==> src/rtl/cmdq_rdwr_sched.sv <==
// Weighted round-robin scheduler that merges the NLB engine read and write request
// streams onto one CCI-P command-queue port, with read credit and almost-full throttling.
module cmdq_rdwr_sched #(
  parameter int ADDR_LMT    = 20,
  parameter int RD_WEIGHT   = 2,
  parameter int WR_WEIGHT   = 2,
  parameter int MAX_RD_PEND = 512
) (
  input  logic                Clk_400,
  input  logic                SoftReset,

  input  logic                rw2ab_RdEn,
  input  logic [ADDR_LMT-1:0] rw2ab_RdAddr,
  input  logic [15:0]         rw2ab_RdTID,
  input  logic [1:0]          rw2ab_RdLen,
  output logic                ab2rw_RdSent,

  input  logic                rw2ab_WrEn,
  input  logic [ADDR_LMT-1:0] rw2ab_WrAddr,
  input  logic [15:0]         rw2ab_WrTID,
  input  logic [511:0]        rw2ab_WrDin,
  input  logic [1:0]          rw2ab_WrLen,
  input  logic                rw2ab_WrSop,
  output logic                ab2rw_WrSent,
  output logic                ab2rw_WrAlmFull,

  input  logic                cq_AlmFull,
  output logic                cq_Valid,
  output logic                cq_IsWr,
  output logic [ADDR_LMT-1:0] cq_Addr,
  output logic [15:0]         cq_TID,
  output logic [1:0]          cq_Len,
  output logic                cq_Sop,
  output logic [511:0]        cq_Data,

  input  logic                rd_RspValid,
  output logic [10:0]         sch_RdPend
);

  typedef enum logic {ARB, WR_LOCK} schedState_t;

  localparam logic [3:0]  RD_W     = 4'(RD_WEIGHT);
  localparam logic [3:0]  WR_W     = 4'(WR_WEIGHT);
  localparam logic [11:0] PEND_LMT = 12'(MAX_RD_PEND);

  schedState_t state, stateNext;
  logic        ptrWr, ptrWrNext;
  logic [3:0]  weightCnt, weightCntNext, cntInc;
  logic [1:0]  beatsLeft, beatsLeftNext;
  logic [10:0] rdPend, rdPendNext;
  logic        creditOk, rdOk, wrOk;
  logic        rdGrant, wrGrant;

  // Grants are suppressed while reset is held so no Sent strobe is ever lost.
  assign creditOk = ({1'b0, rdPend} + {10'd0, rw2ab_RdLen} + 12'd1) <= PEND_LMT;
  assign rdOk     = rw2ab_RdEn & ~cq_AlmFull & ~SoftReset & creditOk & (state == ARB);
  assign wrOk     = rw2ab_WrEn & ~cq_AlmFull & ~SoftReset & ((state == WR_LOCK) | rw2ab_WrSop);

  assign ab2rw_RdSent    = rdGrant;
  assign ab2rw_WrSent    = wrGrant;
  assign ab2rw_WrAlmFull = cq_AlmFull;
  assign sch_RdPend      = rdPend;

  always_comb begin
    stateNext     = state;
    ptrWrNext     = ptrWr;
    weightCntNext = weightCnt;
    beatsLeftNext = beatsLeft;
    rdGrant       = 1'b0;
    wrGrant       = 1'b0;
    cntInc        = weightCnt + 4'd1;
    case (state)
      ARB: begin
        if (rdOk && wrOk) begin
          rdGrant = ~ptrWr;
          wrGrant = ptrWr;
          if (cntInc >= (ptrWr ? WR_W : RD_W)) begin
            ptrWrNext     = ~ptrWr;
            weightCntNext = 4'd0;
          end else begin
            weightCntNext = cntInc;
          end
        end else if (rdOk) begin
          rdGrant       = 1'b1;
          ptrWrNext     = 1'b1;
          weightCntNext = 4'd1;
        end else if (wrOk) begin
          wrGrant       = 1'b1;
          ptrWrNext     = 1'b0;
          weightCntNext = 4'd1;
        end
        // Multi-beat packets hold the port until their last beat is granted.
        if (wrGrant && (rw2ab_WrLen != 2'd0)) begin
          stateNext     = WR_LOCK;
          beatsLeftNext = rw2ab_WrLen;
        end
      end
      WR_LOCK: begin
        if (wrOk) begin
          wrGrant       = 1'b1;
          beatsLeftNext = beatsLeft - 2'd1;
          if (beatsLeft == 2'd1) stateNext = ARB;
        end
      end
      default: stateNext = ARB;
    endcase
  end

  always_comb begin
    rdPendNext = rdPend;
    if (rdGrant) rdPendNext = rdPendNext + {9'd0, rw2ab_RdLen} + 11'd1;
    if (rd_RspValid && (rdPend != 11'd0)) rdPendNext = rdPendNext - 11'd1;
  end

  always_ff @(posedge Clk_400) begin
    if (SoftReset) begin
      state     <= ARB;
      ptrWr     <= 1'b0;
      weightCnt <= 4'd0;
      beatsLeft <= 2'd0;
      rdPend    <= 11'd0;
    end else begin
      state     <= stateNext;
      ptrWr     <= ptrWrNext;
      weightCnt <= weightCntNext;
      beatsLeft <= beatsLeftNext;
      rdPend    <= rdPendNext;
    end
  end

  // Command fields only load on a grant; cq_Valid marks whether they are fresh.
  always_ff @(posedge Clk_400) begin
    if (SoftReset) begin
      cq_Valid <= 1'b0;
      cq_IsWr  <= 1'b0;
      cq_Addr  <= '0;
      cq_TID   <= 16'd0;
      cq_Len   <= 2'd0;
      cq_Sop   <= 1'b0;
      cq_Data  <= '0;
    end else begin
      cq_Valid <= rdGrant | wrGrant;
      if (rdGrant) begin
        cq_IsWr <= 1'b0;
        cq_Addr <= rw2ab_RdAddr;
        cq_TID  <= rw2ab_RdTID;
        cq_Len  <= rw2ab_RdLen;
        cq_Sop  <= 1'b1;
        cq_Data <= '0;
      end else if (wrGrant) begin
        cq_IsWr <= 1'b1;
        cq_Addr <= rw2ab_WrAddr;
        cq_TID  <= rw2ab_WrTID;
        cq_Len  <= rw2ab_WrLen;
        cq_Sop  <= (state == ARB);
        cq_Data <= rw2ab_WrDin;
      end
    end
  end

endmodule

==> config.mk <==
export PLATFORM = sky130hd
export DESIGN_NAME = cmdq_rdwr_sched
export DESIGN_NICKNAME = d
export VERILOG_FILES = /design/src/rtl/cmdq_rdwr_sched.sv
export SDC_FILE = /design/constraint.sdc
export NUM_CORES = 1
export LEC_CHECK = 0
export ABC_CLOCK_PERIOD_IN_PS = 8340
export BUFFER_PORTS_ARGS = -buffer_cell sky130_fd_sc_hd__buf_2
export CORE_AREA = 2 2 451 453
export DETAILED_ROUTE_END_ITERATION = 6
export DIE_AREA = 0 0 453 455
export PLACE_DENSITY = 0.32
export SYNTH_ARGS = -nofsm -noshare
export SYNTH_HDL_FRONTEND = slang
export SYNTH_SLANG_ARGS = --single-unit
export TNS_END_PERCENT = 20
==> constraint.sdc <==
create_clock -name Clk_400 -period 8.34 [get_ports Clk_400]
set_input_delay 1.668 -clock Clk_400 [delete_from_list [all_inputs] [get_ports Clk_400]]
set_output_delay 1.668 -clock Clk_400 [all_outputs]
set_load 0.01 [all_outputs]
# Yosys cells after proc, flatten, opt, wreduce, memory -nomap -nowiden
# Index checks and enable logic that the tools add are counted.
[word_totals]
ff_bits = 572
input_bits = 595
output_inout_bits = 567
wordCells = 82
[op_classes]
add_sub_neg = 7
n_lt_le_gt_ge = 2
eq_ne = 4
muxes = 33
n_bitwise = 13
n_reduce_logical = 11
[ops]
columns = ["operator", "count"]
rows = [
  ["20-bit 2-to-1 mux", 2],
  ["16-bit 2-to-1 mux", 2],
  ["11-bit 2-to-1 mux", 2],
  ["1-bit 2-to-1 mux", 16],
  ["4-bit 2-to-1 mux", 4],
  ["11-bit by 2-bit adder with 12-bit output", 1],
  ["12-bit by 1-bit adder with 12-bit output, second input constant", 1],
  ["12-bit by 10-bit less-or-equal comparator with 1-bit output, second input constant", 1],
  ["11-bit by 1-bit adder with 11-bit output, second input constant", 1],
  ["11-bit by 2-bit adder with 11-bit output", 1],
  ["11-bit nonzero test", 1],
  ["11-bit by 1-bit subtractor with 11-bit output, second input constant", 1],
  ["2-bit 2-to-1 mux", 4],
  ["1-bit AND", 7],
  ["4-bit by 1-bit adder with 4-bit output, second input constant", 1],
  ["4-bit by 2-bit >= comparator with 1-bit output, second input constant", 1],
  ["2-bit by 1-bit inequality test with 1-bit output, second input constant", 2],
  ["1-bit inverter", 4],
  ["1-bit case mux with 2 select lines", 2],
  ["2-bit case mux with 2 select lines", 1],
  ["2-bit AND reduction", 2],
  ["2-bit nonzero test", 2],
  ["1-bit logical AND", 3],
  ["3-bit AND reduction", 1],
  ["other kinds (6)", 7],
]

# Depth between registers and ports, before layout
[depth]
ltp_word = 11
ltp_mapped = 19
ltp_nobuf = 17

# Worst setup path after synthesis
# No wires, ideal clock.
[synth_timing]
kind = "input to output"
startpoint = "in rw2ab_RdLen[0]"
endpoint = "out ab2rw_WrSent"
arrival_time_ns = 4.106
required_time_ns = 6.672
slack_ns = 2.566
stages = 13
n_path_buf = 2
cell_sequence = "inv_1 -> ha_1 -> inv_1 -> fa_1 -> nand2_1 -> o21ai_0 -> a2111oi_4 -> a31o_2 -> nand2_1 -> o21ai_1 -> inv_2 -> buf_2 -> clkbuf_1"
[synth_between]
elab_chain_len = 9
word_cells_on_any_way = 10
cone_classes = "add/sub: 2; order compare: 1; mux: 4; bitwise: 2; reduce/logical: 1"
[synth_lines]
columns = ["item", "line_no", "text"]
rows = [
  ["start, declared", "15", "input logic [1:0] rw2ab_RdLen,"],
  ["11-bit by 2-bit adder with 12-bit output (*)", "55", "assign creditOk = ({1'b0, rdPend} + {10'd0, rw2ab_RdLen} + 12'd1) <= PEND_LMT;"],
  ["12-bit by 1-bit adder with 12-bit output (*)", "55", ""],
  ["12-bit by 10-bit less-or-equal comparator with 1-bit output (*)", "55", ""],
  ["1-bit AND (*) (2 in series)", "56", "assign rdOk = rw2ab_RdEn & ~cq_AlmFull & ~SoftReset & creditOk & (state == ARB);"],
  ["1-bit 2-to-1 mux / 1-bit logical AND (equally long branches)", "83, 74", ""],
  ["1-bit 2-to-1 mux (*)", "74", "if (rdOk && wrOk) begin"],
  ["1-bit 2-to-1 mux (*)", "72", "case (state)"],
  ["1-bit case mux with 2 select lines (*)", "72", ""],
  ["end, declared", "24", "output logic ab2rw_WrSent,"],
]
# Every way passes the cells marked *; elsewhere a longest branch is shown, timed or not. The select of a mux whose other input is x is not followed.

# Final worst setup path
[layout_timing]
startpoint = "in rw2ab_RdLen[0]"
endpoint = "out ab2rw_RdSent"
[layout_between]
elab_chain_len = 8
word_cells_on_any_way = 9
cone_classes = "add/sub: 2; order compare: 1; mux: 3; bitwise: 2; reduce/logical: 1"
[layout_lines]
columns = ["item", "line_no", "text"]
rows = [
  ["11-bit by 2-bit adder with 12-bit output (*)", "55", ""],
  ["12-bit by 1-bit adder with 12-bit output (*)", "55", ""],
  ["12-bit by 10-bit less-or-equal comparator with 1-bit output (*)", "55", ""],
  ["1-bit AND (*) (2 in series)", "56", ""],
  ["1-bit 2-to-1 mux / 1-bit logical AND (equally long branches)", "83, 74", ""],
  ["1-bit 2-to-1 mux (*)", "74", ""],
  ["1-bit 2-to-1 mux (*)", "72", ""],
  ["end, declared", "16", "output logic ab2rw_RdSent,"],
]
# Every way passes the cells marked *; elsewhere a longest branch is shown, timed or not.

==> flow_summary_export.csv <==
group,metric,value,unit
floorplanning,num_io_pins,1162,
sta,slew_viol_final,0,
job,cap_violations,0,
sta,setup_viol,0,
power_and_ir_drop,p_per_area,237.0,mW/mm^2
sta,clock_skew,48.04,ps
yosys,seq_area_frac_synth,55.57,%
place,place_inst,6284,
clock_network,post_cts_buffers,0,
yosys,synth_top_family_by_area,"simple AND/OR/NAND/NOR gates",
global_routing,grt_antenna_before_repair,102,
yosys,synth-compound-area-share,16.29,%
routing,wl_per_cell,22.22,um
yosys,synth_xor_area_share,0.5951,%
yosys,ys_warn_count,0,
clock_network,cts_tree,"done",
sta,fmax,157.8,MHz
floorplanning,num_rows,165,
clock_network,ctsResizeCount,0,
place,gp_congestion,0.8641,
yosys,synth_fp_nets,3217,
sta,grt_setup_unrepaired,"no",
clock_network,numCtsBuffers,80,
routing,first_iter_violations,1331,
yosys,yosysTopAreaCell,"dfxtp_1",
clock_network,cts_sinks,572,
clock_network,worstSkewPairLatency,710,ps
yosys,synth.most_common_cell,"nand2_1",
yosys,synth-simple-area-share,22.59,%
sta,hold_violations,0,
place,port_buffers,1161,
setup_path,cp_max_fo,42,
place,place_hpwl,114.7,mm
sta,setup_tns,0,ps
clock_network,htreeDepth,3,
setup_path,crit_required,6670,ps
layout,nFillCells,23284,
yosys,synth_area,0.02061,sq mm
global_routing,grt.total_usage,13.12,%
yosys,ys.flop_type,"dfxtp_1",
yosys,synthDistinctLibCells,64,
yosys,syn-instance-count,2615,
routing,totalWireLength,143.3,mm
setup_path,start_kind,"primary input",
global_routing,grt_pass1_vias,21521,
run_status,status,"completed",
sta,finalCritPeriodShare,75.96,%
floorplanning,start_util,10.24,%
setup_path,worstSetupEndpointType,"primary output",
setup_path,critPathArrivalTime,4670,ps
yosys,syn_area_per_cell,7.880,sq um
setup_path,r2r_setup_slack,3420,ps
yosys,synth_area_leaders,"dfxtp_1 56%, nand2_1 19%, a21oi_1 13%",
sta,slew_headroom,36.15,%
sta,tightest_slew,957.8,ps
yosys,yosys.area.top_type_share,55.57,%
floorplanning,die_area,0.2061,sq mm
yosys,synthTopCellsByCount,"1049 x nand2_1, 572 x dfxtp_1, 526 x a21oi_1",
power_and_ir_drop,leakage,0.01339,uW
clock_network,cts_hold_buf,0,
yosys,synth-adder-area-share,0.4615,%
floorplanning,die_h,455,um
yosys,synth_edf_count,0,
power_and_ir_drop,vdd_drop_max,0.1319,mV
floorplanning,dieWidth,453,um
layout,nets,4296,
layout,stdcell_count,6449,
routing,drcViolationCount,0,
min_path,hp-class,"register to register",
layout,layout-drive-gt1-share,35.43,%
floorplanning,coreArea,0.2013,sq mm
routing,dr.pass1.iters,7,
setup_path,worstSetupPathType,"primary input to primary output",
clock_network,clock_path_buffers,3,
global_routing,grt_remaining_overflow,0,
routing,vias_per_cell,3.495,
routing,postRouteAntennaNets,0,
global_routing,grt_max_degree,172,
yosys,postSynthRegisterBits,572,
yosys,async_flop_share,0,%
clock_network,root_buffer,"clkbuf_16",
clock_network,path_clk_slew,50,ps
yosys,muxShareOfSynthArea,0.2550,%
routing,vias,22541,
sta,period_needed,6335,ps
layout,area_growth,55.56,%
global_routing,grt_pass1_wl,186.9,mm
## sequential cells by signal (all words and copies together), names as in the netlist
signal / count
ptrWr: 1
state: 1
cq_Len: 2
beatsLeft: 2
cq_Valid: 1
cq_Addr: 20
cq_Sop: 1
sch_RdPend: 11
weightCnt: 4
cq_TID: 16
cq_Data: 512
cq_IsWr: 1
## per-stage QoR
stage	util (%)	power, uW	hold WS (ps)	setup WS (ps)	instance area (sq um)
6_report	15.93	7597	448.3	2005	32060
5_1_grt	15.91	7975	465.5	1820	32020
4_1_cts	15.90	7788	451.3	1983	32010
3_5_place_dp	14.58	4193	443.0	2001	29340
3_3_place_gp	14.58	4193	439.0	2081	29340
2_1_floorplan	-	3595	455.4	2566	20610
## logic make-up (layout without fill, tap and decap cells)
group	after synthesis	after routing
AO/OA/AOI/OAI	613	613
XOR/XNOR	14	14
adder cells (fa/ha/maj)	7	7
buffers and inverters	208	1352
flip-flops	572	572
multiplexers	5	5
other	0	18
AND/OR/NAND/NOR	1196	1196
## power by group
group | switching, uW | internal (uW) | total [uW]
combinational | 702 | 418 | 1120
clock | 1460 | 2020 | 3480
sequential | 139 | 2860 | 3000
total | 2310 | 5290 | 7600
## cells in the final DEF (no fill, tap or decap), types with 3 or more instances in the layout
| master | synthesis | routed |
|---|---|---|
| and2_1 | 5 | 5 |
| clkbuf_1 | 125 | 25 |
| a31oi_1 | 4 | 4 |
| nor3_1 | 9 | 9 |
| nor2_1 | 86 | 86 |
| nand4_1 | 5 | 5 |
| xnor2_1 | 9 | 9 |
| a21oi_1 | 526 | 526 |
| o21ai_0 | 12 | 12 |
| nor2b_1 | 5 | 5 |
| o31a_1 | 3 | 3 |
| inv_16 | 0 | 3 |
| buf_12 | 0 | 11 |
| nor4_1 | 4 | 4 |
| o2111ai_1 | 3 | 3 |
| or3_1 | 6 | 6 |
| o221ai_1 | 34 | 34 |
| nand2_1 | 1049 | 1048 |
| clkinv_4 | 0 | 3 |
| clkinv_2 | 0 | 8 |
| clkbuf_16 | 0 | 80 |
| and3_1 | 4 | 4 |
| buf_2 | 60 | 1161 |
| clkinv_16 | 0 | 4 |
| clkbuf_8 | 0 | 20 |
| diode_2 | 0 | 18 |
| nand3_1 | 7 | 7 |
| dfxtp_1 | 572 | 572 |
| o211ai_1 | 3 | 3 |
| buf_4 | 3 | 22 |
| mux2i_1 | 3 | 3 |
| xor2_1 | 5 | 5 |
| inv_1 | 9 | 9 |
| ha_1 | 6 | 6 |
| a211oi_1 | 3 | 3 |
## path summary, 6_finish.rpt
kind / to / cells past startpoint / startpoint
worst min-delay path: cq_Data[386] / 2 / cq_Data[386]
worst max register to register: cq_Data[137] / 15 / sch_RdPend[0]
worst min register to register: cq_Data[386] / 2 / cq_Data[386]
worst max-delay path: ab2rw_RdSent / 13 / rw2ab_RdLen[0]
## critical path, cell delays in order
cell and delay, ps:
buf_2 130, inv_1 80, ha_1 170, inv_1 50, fa_1 490, and2_1 270
a21oi_1 310, a2111oi_4 70, a31o_2 320, nand2_1 70, buf_4 460, inv_1 340
buf_2 240
## layer usage
layer  GRT usage (%)  wire, um  up-vias
met5               0       675        -
met4           2.740      2648      110
met3           4.947     11240      248
met2           21.97     69250      736
met1           15.92     59470    10686
li1                -         -    10761
## layout make-up
class                   instances  area, sq um  area share, %
well taps                    2672         3343          10.43
flip-flops and latches        572        11450          35.72
repair buffers               1194         6196          19.33
multi-input cells            1835         8299          25.89
inverters                      11        48.80         0.1522
clock buffers                 125         2371          7.397
diodes                         18        45.04         0.1405
clock inverters                22        301.5         0.9407
Note: power is estimated with default switching activity, not from simulation.
